--- src/rtl/id_ex_operand_stage.sv ---
// ID/EX pipeline register with EX/MEM and MEM/WB operand forwarding.
// Feeds ALU operands A/B and ALUCode, and passes store data and controls on.
// Optional macro LOAD_USE_DETECT_EN enables combinational load-use detection;
// without it load_use_hazard is tied low.
module id_ex_operand_stage #(
  parameter int DATA_W = 32,
  parameter int REG_AW = 5
) (
  input  logic              clk,
  input  logic              reset,
  input  logic              stall,
  input  logic              flush,
  input  logic              id_valid,
  input  logic [DATA_W-1:0] id_pc,
  input  logic [DATA_W-1:0] id_rs1_data,
  input  logic [DATA_W-1:0] id_rs2_data,
  input  logic [DATA_W-1:0] id_imm,
  input  logic [REG_AW-1:0] id_rs1,
  input  logic [REG_AW-1:0] id_rs2,
  input  logic [REG_AW-1:0] id_rd,
  input  logic [3:0]        id_alu_code,
  input  logic              id_alu_src_a,
  input  logic              id_alu_src_b,
  input  logic              id_reg_write,
  input  logic              id_mem_read,
  input  logic              id_mem_write,
  input  logic [REG_AW-1:0] exm_rd,
  input  logic              exm_reg_write,
  input  logic [DATA_W-1:0] exm_result,
  input  logic [REG_AW-1:0] wb_rd,
  input  logic              wb_reg_write,
  input  logic [DATA_W-1:0] wb_result,
  output logic [DATA_W-1:0] alu_a,
  output logic [DATA_W-1:0] alu_b,
  output logic [3:0]        alu_code,
  output logic [DATA_W-1:0] store_data,
  output logic [REG_AW-1:0] ex_rd,
  output logic              ex_valid,
  output logic              ex_reg_write,
  output logic              ex_mem_read,
  output logic              ex_mem_write,
  output logic              load_use_hazard
);

  logic              valid_q, valid_d;
  logic [DATA_W-1:0] pc_q, pc_d;
  logic [DATA_W-1:0] rs1_data_q, rs1_data_d;
  logic [DATA_W-1:0] rs2_data_q, rs2_data_d;
  logic [DATA_W-1:0] imm_q, imm_d;
  logic [REG_AW-1:0] rs1_q, rs1_d;
  logic [REG_AW-1:0] rs2_q, rs2_d;
  logic [REG_AW-1:0] rd_q, rd_d;
  logic [3:0]        alu_code_q, alu_code_d;
  logic              src_a_q, src_a_d;
  logic              src_b_q, src_b_d;
  logic              reg_write_q, reg_write_d;
  logic              mem_read_q, mem_read_d;
  logic              mem_write_q, mem_write_d;

  logic [DATA_W-1:0] fwd_rs1;
  logic [DATA_W-1:0] fwd_rs2;

  // Bypass network: EX/MEM beats MEM/WB, and x0 is never forwarded.
  always_comb begin
    fwd_rs1 = rs1_data_q;
    if (exm_reg_write && (exm_rd == rs1_q) && (rs1_q != '0))
      fwd_rs1 = exm_result;
    else if (wb_reg_write && (wb_rd == rs1_q) && (rs1_q != '0))
      fwd_rs1 = wb_result;

    fwd_rs2 = rs2_data_q;
    if (exm_reg_write && (exm_rd == rs2_q) && (rs2_q != '0))
      fwd_rs2 = exm_result;
    else if (wb_reg_write && (wb_rd == rs2_q) && (rs2_q != '0))
      fwd_rs2 = wb_result;
  end

  // Next-state for the ID/EX register: flush > stall > normal load.
  // While stalled, the operand data registers absorb the forwarded values so
  // a producer that retires during the stall is not lost.
  always_comb begin
    valid_d     = valid_q;
    pc_d        = pc_q;
    rs1_data_d  = rs1_data_q;
    rs2_data_d  = rs2_data_q;
    imm_d       = imm_q;
    rs1_d       = rs1_q;
    rs2_d       = rs2_q;
    rd_d        = rd_q;
    alu_code_d  = alu_code_q;
    src_a_d     = src_a_q;
    src_b_d     = src_b_q;
    reg_write_d = reg_write_q;
    mem_read_d  = mem_read_q;
    mem_write_d = mem_write_q;
    if (flush) begin
      valid_d     = 1'b0;
      pc_d        = '0;
      rs1_data_d  = '0;
      rs2_data_d  = '0;
      imm_d       = '0;
      rs1_d       = '0;
      rs2_d       = '0;
      rd_d        = '0;
      alu_code_d  = '0;
      src_a_d     = 1'b0;
      src_b_d     = 1'b0;
      reg_write_d = 1'b0;
      mem_read_d  = 1'b0;
      mem_write_d = 1'b0;
    end else if (stall) begin
      rs1_data_d = fwd_rs1;
      rs2_data_d = fwd_rs2;
    end else begin
      valid_d     = id_valid;
      pc_d        = id_pc;
      rs1_data_d  = id_rs1_data;
      rs2_data_d  = id_rs2_data;
      imm_d       = id_imm;
      rs1_d       = id_rs1;
      rs2_d       = id_rs2;
      rd_d        = id_rd;
      alu_code_d  = id_alu_code;
      src_a_d     = id_alu_src_a;
      src_b_d     = id_alu_src_b;
      reg_write_d = id_reg_write;
      mem_read_d  = id_mem_read;
      mem_write_d = id_mem_write;
    end
  end

  // ID/EX register with synchronous reset to a bubble.
  always_ff @(posedge clk) begin
    if (reset) begin
      valid_q     <= 1'b0;
      pc_q        <= '0;
      rs1_data_q  <= '0;
      rs2_data_q  <= '0;
      imm_q       <= '0;
      rs1_q       <= '0;
      rs2_q       <= '0;
      rd_q        <= '0;
      alu_code_q  <= '0;
      src_a_q     <= 1'b0;
      src_b_q     <= 1'b0;
      reg_write_q <= 1'b0;
      mem_read_q  <= 1'b0;
      mem_write_q <= 1'b0;
    end else begin
      valid_q     <= valid_d;
      pc_q        <= pc_d;
      rs1_data_q  <= rs1_data_d;
      rs2_data_q  <= rs2_data_d;
      imm_q       <= imm_d;
      rs1_q       <= rs1_d;
      rs2_q       <= rs2_d;
      rd_q        <= rd_d;
      alu_code_q  <= alu_code_d;
      src_a_q     <= src_a_d;
      src_b_q     <= src_b_d;
      reg_write_q <= reg_write_d;
      mem_read_q  <= mem_read_d;
      mem_write_q <= mem_write_d;
    end
  end

  assign alu_a        = src_a_q ? pc_q : fwd_rs1;
  assign alu_b        = src_b_q ? imm_q : fwd_rs2;
  assign store_data   = fwd_rs2;
  assign alu_code     = alu_code_q;
  assign ex_rd        = rd_q;
  assign ex_valid     = valid_q;
  assign ex_reg_write = reg_write_q;
  assign ex_mem_read  = mem_read_q;
  assign ex_mem_write = mem_write_q;

`ifdef LOAD_USE_DETECT_EN
  assign load_use_hazard = mem_read_q & valid_q & (rd_q != '0) &
                           ((rd_q == id_rs1) | (rd_q == id_rs2));
`else
  assign load_use_hazard = 1'b0;
`endif

endmodule

--- config.mk ---
export PLATFORM = sky130hd
export DESIGN_NAME = id_ex_operand_stage
export DESIGN_NICKNAME = d
export VERILOG_FILES = /design/src/rtl/id_ex_operand_stage.sv
export SDC_FILE = /design/constraint.sdc
export NUM_CORES = 1
export LEC_CHECK = 0
export CORE_UTILIZATION = 38
export CTS_BUF_LIST = sky130_fd_sc_hd__clkbuf_4
export DETAILED_ROUTE_END_ITERATION = 6
export PLACE_DENSITY = 0.71
export SLEW_MARGIN = 20
export SYNTH_ARGS = -nofsm -noshare
export SYNTH_HDL_FRONTEND = slang
export SYNTH_SLANG_ARGS = --single-unit
--- constraint.sdc ---
create_clock -name clk -period 5.2 [get_ports clk]
set_input_delay 0.52 -clock clk [delete_from_list [all_inputs] [get_ports clk]]
set_output_delay 0.52 -clock clk [all_outputs]
set_load 0.02 [all_outputs]
==> metrics.txt, run 1 <==
Post-Route WL=35.34 mm; Resize count post-CTS=0; vias per cell=5.682; number of cells produced by synthesis=1143; number of violations reported at the end of detailed-routing iteration 0=around 900; Syn-to-layout area delta=42.41%; setup repair after global routing missed its margin=no; buffer levels on the longest clock path=2; top-area cell type share of the netlist area=between 30% and 40%; number of iterations in the first detailed-routing pass=5; TritonCTS Buffers=17; cells taking the most area after synthesis=dfxtp_1 (33%), mux2i_1 (10%), nor2_1 (10%); clock sink count=153; post-detailed-route wirelength per cell=about 20 microns; fin util=55.51%; leakage power=roughly 0.0046 uW; Post-Place Cell Area=12810 sq um; register area share after synthesis=between 30 and 40%; port buffer count=between 300 and 400; most frequent cells in the layout=clkdlybuf4s50_1 (340), nor2_1 (249), dfxtp_1 (151), nand2_1 (98), mux2i_1 (96); Synth Area per Inst=8.076 sq um; area of the die=about 25000 sq um; clock root buffer=clkbuf_4; count of yosys warnings during synthesis=0; floorplan die height=between 150 and 200 microns; share of final-layout standard cells stronger than drive strength 1=under 10%; CTS H-Tree Depth=4; max capacitance violation total=0; cell area after synthesis=approximately 9200 sq um; total negative slack=0 ps; count of flip-flops with a built-in enable after synthesis=0; number of remaining DRC errors=0; number of top-level pins=343; required time reported for the critical path endpoint=4680 ps; power per cell area=between 200 and 250 nW/um^2; number of register bits inferred by synthesis=approximately 150; final critical-path required period=about 4400 ps; cell accounting for the most synthesized area=dfxtp_1; Arrival @ worst endpoint=between 3000 and 4000 ps; buffers inserted during post-CTS setup optimization=0; synthesized netlist net count=roughly 1.4k; worst-case vdd ir drop=~0.14 mV; sum of overflow across all layers after global routing=0; fraction of the cycle the final worst path needs=83.79%; effective utilization at floorplan=38.98%; Final Instance Area=between 10000 and 15000 sq um; weighted congestion reported at the end of routability-driven placement=between 0.9 and 1; hold-fix buffers at CTS=0; Slowest Stage Delay on Critical Path=620 ps; path class of the lowest-slack min-delay path=reg -> reg; pin count of the biggest net entering global routing=82; power after layout=2722 uW; Crit path max-delay family=buffers and inverters; die outline width=between 150 and 200 microns; clock tree from TritonCTS=built; f_max=between 200 and 250 MHz; worst-case clock skew=21.06 ps; sequence of cells on the critical path=clkdlybuf4s50_1, xnor2_1, nand4_1, or4_2, buf_4, a221oi_1, o31ai_1, clkdlybuf4s50_1; standard cell core area=23680 sq um; leading register cell type out of synthesis=dfxtp_1; GRT Resource Usage Total=between 20 and 30%; insertion delay of the later-clocked pin in the worst-skew pair=~560 ps; number of nets in the final layout=1635; via count of the first global-routing pass=~9.3k; antenna violations before repair=5; element type at the critical path end=primary output; number of distinct standard cells referenced by the synthesized netlist=27; vias=9887; post-route antenna net violation count=0; Max Transition Viols Final=0; Hold Vio Cnt, Final=0; status=complete, no violations; critical path launch point type=primary input; slowest stage cell, crit path=or4_2; worst slew margin relative to its limit=between 30% and 40%; worst-path fanout max=between 60 and 70; async set or reset register ratio after synthesis=0%; slew at the pin closest to its max-slew limit=around 900 ps; wire length of the first global-routing pass=between 50 and 60 mm; leading cell type in the layout, fill and taps excluded=clkdlybuf4s50_1; Crit Path Class=in -> out; sum of net half-perimeters after detailed placement=~25 mm; Critical path buffers and inverters=3; cell occurring most often along the worst timing path=clkdlybuf4s50_1; final setup violation count=0; clock transition at the register clock pins on the worst setup and hold paths after CTS=140 ps; Cell Rows=56
[report_power, final]
part	total [uW]	switching (uW)	internal (uW)
registers	1240	29.8	1210
clock network	841	494	347
logic	640	308	332
[metal layers]
metal  GRT usage [%]  part of all wire (%)  routed length (microns)
met1           40.45                    45                    16020
met4           11.14                   3.3                     1169
met3           5.530                   8.0                     2828
met5               0                     0                        0
met2           40.65                    43                    15320
[synthesized netlist by cell type (6+ instances only)]
| library cell | number |
|---|---|
| nor2_1 | 252 |
| xor2_1 | 12 |
| dfxtp_1 | 153 |
| nor3b_1 | 64 |
| xnor2_1 | 8 |
| buf_2 | 13 |
| o21ai_0 | 64 |
| buf_1 | 10 |
| a221oi_1 | 29 |
| nand2_1 | 98 |
| a221oi_2 | 35 |
| clkbuf_1 | 93 |
| buf_6 | 6 |
| o31ai_1 | 64 |
| mux2i_1 | 96 |
| a22oi_1 | 57 |
| a41oi_1 | 64 |
[sequential cells by signal, indices dropped and copies added (netlist names)]
signal        cells
ex_mem_write      1
ex_valid          1
alu_code          4
ex_reg_write      1
src_b_q           1
imm_q            32
ex_rd             5
rs2_data_q       32
rs1_data_q       32
src_a_q           1
ex_mem_read       1
rs2_q             5
pc_q             32
rs1_q             5
[cell type report]
| class | instances | area, sq um |
|---|---|---|
| clock buffer | 17 | 127.6 |
| timing repair buffer | 365 | 3660 |
| antenna | 6 | 15.01 |
| inverter | 4 | 15.01 |
| tap | 319 | 399.1 |
| fill | 2259 | 10540 |
| clock inverter | 15 | 188.9 |
| sequential | 153 | 3068 |
| multi-input combinational | 861 | 5673 |
[metrics by stage]
| step | worst slack (ps) | instances | hold WS, ps |
|---|---|---|---|
| 3_3_place_gp | 956.2 | 1702 | 473.9 |
| 4_1_cts | 845.4 | 1734 | 502.0 |
| 2_1_floorplan | 2512 | 1143 | 463.3 |
| 3_5_place_dp | 900.9 | 1702 | 485.5 |
| 5_1_grt | 622.3 | 1738 | 492.6 |
| 6_report | 842.9 | 1740 | 509.5 |
[tightest hold or removal path, cell delays in order, from the launching register on]
cell,delay (ps)
dfxtp_1,350
mux2i_1,70
nor2_1,70
[worst paths after layout]
kind / start / to / slack, ps / cells past startpoint
setup reg to reg: rs2_q[0]$_SDFFE_PP0N_ / rs2_data_q[13]$_SDFF_PP0_ / 2580 / 6
hold reg to reg: pc_q[5]$_SDFFE_PP0N_ / pc_q[5]$_SDFFE_PP0N_ / 510 / 2
setup / recovery: wb_rd[0] / alu_b[1] / 840 / 8
hold / removal: pc_q[5]$_SDFFE_PP0N_ / pc_q[5]$_SDFFE_PP0N_ / 510 / 2
[cells by family (layout without fill, tap and decap cells)]
group | Yosys count | after routing | share of synthesized area (%)
AND/OR/NAND/NOR | 429 | 429 | 20.45
flip-flops | 153 | 153 | 33.18
buffers and inverters | 129 | 401 | 6.031
multiplexers | 96 | 96 | 10.41
AO/OA/AOI/OAI | 315 | 315 | 27.99
XOR/XNOR | 20 | 20 | 1.898
other | 1 | 7 | 0.04062
No activity file was read; power rests on OpenSTA's default activity.
==> inputs of run 2 (changes only) <==
==> constraint.sdc (replaced) <==
create_clock -name clk -period 4.25 [get_ports clk]
set_input_delay 0.425 -clock clk [delete_from_list [all_inputs] [get_ports clk]]
set_output_delay 0.425 -clock clk [all_outputs]
set_load 0.02 [all_outputs]
==> run 2 against run 1 <==
Net effect:
- sequential share of layout area about the same
- sequential power up 23%
- largest power group unchanged
- die area unchanged
==> metrics.txt, run 2 (same netlist as run 1, synthesis figures left out) <==
required time reported for the critical path endpoint=roughly 3800 ps; final setup violation count=0; floorplan die height=approximately 160 microns; number of stages on the worst hold path=3; Cell Rows=between 50 and 60; Min Hold Slack=about 440 ps; vias=10.01k; number of iterations in the first detailed-routing pass=5; post-route antenna net violation count=0; leakage power=roughly 0.0046 uW; Hold Path Origin=id_pc[2]; most frequent cells in the layout=clkdlybuf4s50_1 (340), nor2_1 (249), dfxtp_1 (151), nand2_1 (98), mux2i_1 (96); TritonCTS Buffers=17; slack of the worst reg-to-reg path=roughly 1700 ps; share of power burned in the clock network=between 20% and 30%; Post-Route WL=about 35 mm; multi-input gate area in the final layout=between 5000 and 6000 sq um; fraction of the cycle the final worst path needs=a little over nine tenths; Syn-to-layout area delta=42.67%; number of nets in the final layout=about 1.6k; reg2reg path depth=7; Arrival @ worst endpoint=between 3000 and 4000 ps; register cell area after layout=~3100 sq um; CTS H-Tree Depth=4; Hold Vio Cnt, Final=0; Crit Path Class=reg -> out; setup repair after global routing missed its margin=no; startpoint of the worst register-to-register path=rs1_q[0]$_SDFFE_PP0N_; post-detailed-route wirelength per cell=~20 microns; path class of the lowest-slack min-delay path=in -> reg; worst slew margin relative to its limit=34.71%; share of power burned in registers=between 40% and 50%; slew at the pin closest to its max-slew limit=slightly below 1000 ps; power per cell area=242.2 nW/um^2; max capacitance violation total=0; total net switching power=slightly above 1000 uW; vias per cell=5.735; worst-case clock skew=28.97 ps; number of violations reported at the end of detailed-routing iteration 0=between 1k and 1.5k; buffer levels on the longest clock path=2; wire length of the first global-routing pass=about 53 mm; worst-path fanout max=64; clock root buffer=clkbuf_4; hold-fix buffers at CTS=0; sum of overflow across all layers after global routing=0; insertion delay of the later-clocked pin in the worst-skew pair=570 ps; effective utilization at floorplan=about two fifths; worst-case vdd ir drop=between 0.1 and 0.15 mV; element type at the critical path end=primary output; f_max=between 200 and 250 MHz; antenna violations before repair=6; leading cell type in the layout, fill and taps excluded=clkdlybuf4s50_1; Resize count post-CTS=0; weighted congestion reported at the end of routability-driven placement=~0.89; Max Transition Viols Final=0; buffers inserted during post-CTS setup optimization=0; share of final-layout standard cells stronger than drive strength 1=around 7.7%; status=complete, no violations; Hold Path End=pc_q[2]$_SDFFE_PP0N_; die outline width=between 150 and 200 microns; standard cell core area=about 24000 sq um; area of the die=roughly 25000 sq um; internal cell power=between 2000 and 2500 uW; GRT Resource Usage Total=around 28%; total negative slack=0 ps; port buffer count=341; pin count of the biggest net entering global routing=121; part of the total power dissipated in combinational logic=about a quarter; clock transition at the register clock pins on the worst setup and hold paths after CTS=approximately 170 ps; number of remaining DRC errors=0; clock sink count=153; critical path launch point type=flip-flop; via count of the first global-routing pass=9328; sum of net half-perimeters after detailed placement=25.38 mm; number of top-level pins=between 300 and 400; switching part of the total power=roughly a third; clock tree from TritonCTS=built; final critical-path required period=~4000 ps; worst reg2reg endpoint=rs1_data_q[20]$_SDFF_PP0_; number of fill cells=2246
-- run 2: cell count changes in the layout (fill, tap and decap cells not counted) --
cell,change
clkinv_1,-1
clkinv_4,+2
diode_2,-1
clkinv_8,+1
inv_6,-1
clkinvlp_4,+2
nand3_1,+1
bufinv_16,-3
nand3_2,-1
clkinv_2,-1
clkbuf_4,+1
buf_4,+3
buf_12,+3
-- run 2: metal layers --
metal | up-vias | global-route usage (%) | wire, microns
met3 | 56 | 5.886 | 2904
met4 | 2 | 10.31 | 1048
li1 | 4758 | - | -
met5 | - | 0 | 13
met2 | 480 | 41.51 | 15280
met1 | 4712 | 39.03 | 16110
-- run 2: critical path: stages, from the launching register on --
cell and delay [ps]:
dfxtp_1 530, nor4_1 120, and2_1 220, or4_2 670, buf_12 230, a221oi_1 520, o31ai_1 140, clkdlybuf4s50_1 570
-- run 2: area by class of cell --
cell class / instances / area share [%]
Antenna cell: 5 / 0.09500
Clock buffer: 18 / 1.026
Clock inverter: 14 / 0.9880
Inverter: 4 / 0.1140
Multi-Input combinational cell: 861 / 43.04
Sequential cell: 153 / 23.29
Tap cell: 319 / 3.031
Timing Repair Buffer: 371 / 28.42
-- run 2: power groups by stage --
stage	Sequential [uW]	Combinational [uW]	Clock [uW]
CTS	1520	782	906
finish	1520	785	882
detailed placement	1550	779	0
global route	1530	836	961
floorplan	1540	366	0
global placement	1550	774	0
-- run 2: worst max-delay path by stage --
| stage | startpoint | to | slack, ps | cells past startpoint |
|---|---|---|---|---|
| after floorplan | exm_rd[0] | alu_b[10] | 1750 | 7 |
| after global placement | wb_rd[1] | alu_a[10] | 490 | 8 |
| after detailed placement | wb_rd[0] | alu_b[1] | 400 | 8 |
| after CTS | rs2_q[2]$_SDFFE_PP0N_ | alu_b[1] | 190 | 7 |
| after global routing | rs2_q[2]$_SDFFE_PP0N_ | alu_b[1] | 30 | 7 |
| final | rs2_q[2]$_SDFFE_PP0N_ | alu_b[1] | 200 | 7 |
-- run 2: metrics by stage --
stage / instances / worst slack (ps) / utilization, % / total power (uW) / area, sq um
global route: 1744 / 27.35 / 55.60 / 3326 / 13170
CTS: 1740 / 186.2 / 55.55 / 3211 / 13160
floorplan: 1143 / 1752 / - / 1907 / 9231
finish: 1745 / 203.3 / 55.61 / 3190 / 13170
detailed placement: 1708 / 398.0 / 54.43 / 2333 / 12890
global placement: 1708 / 490.9 / 54.43 / 2325 / 12890
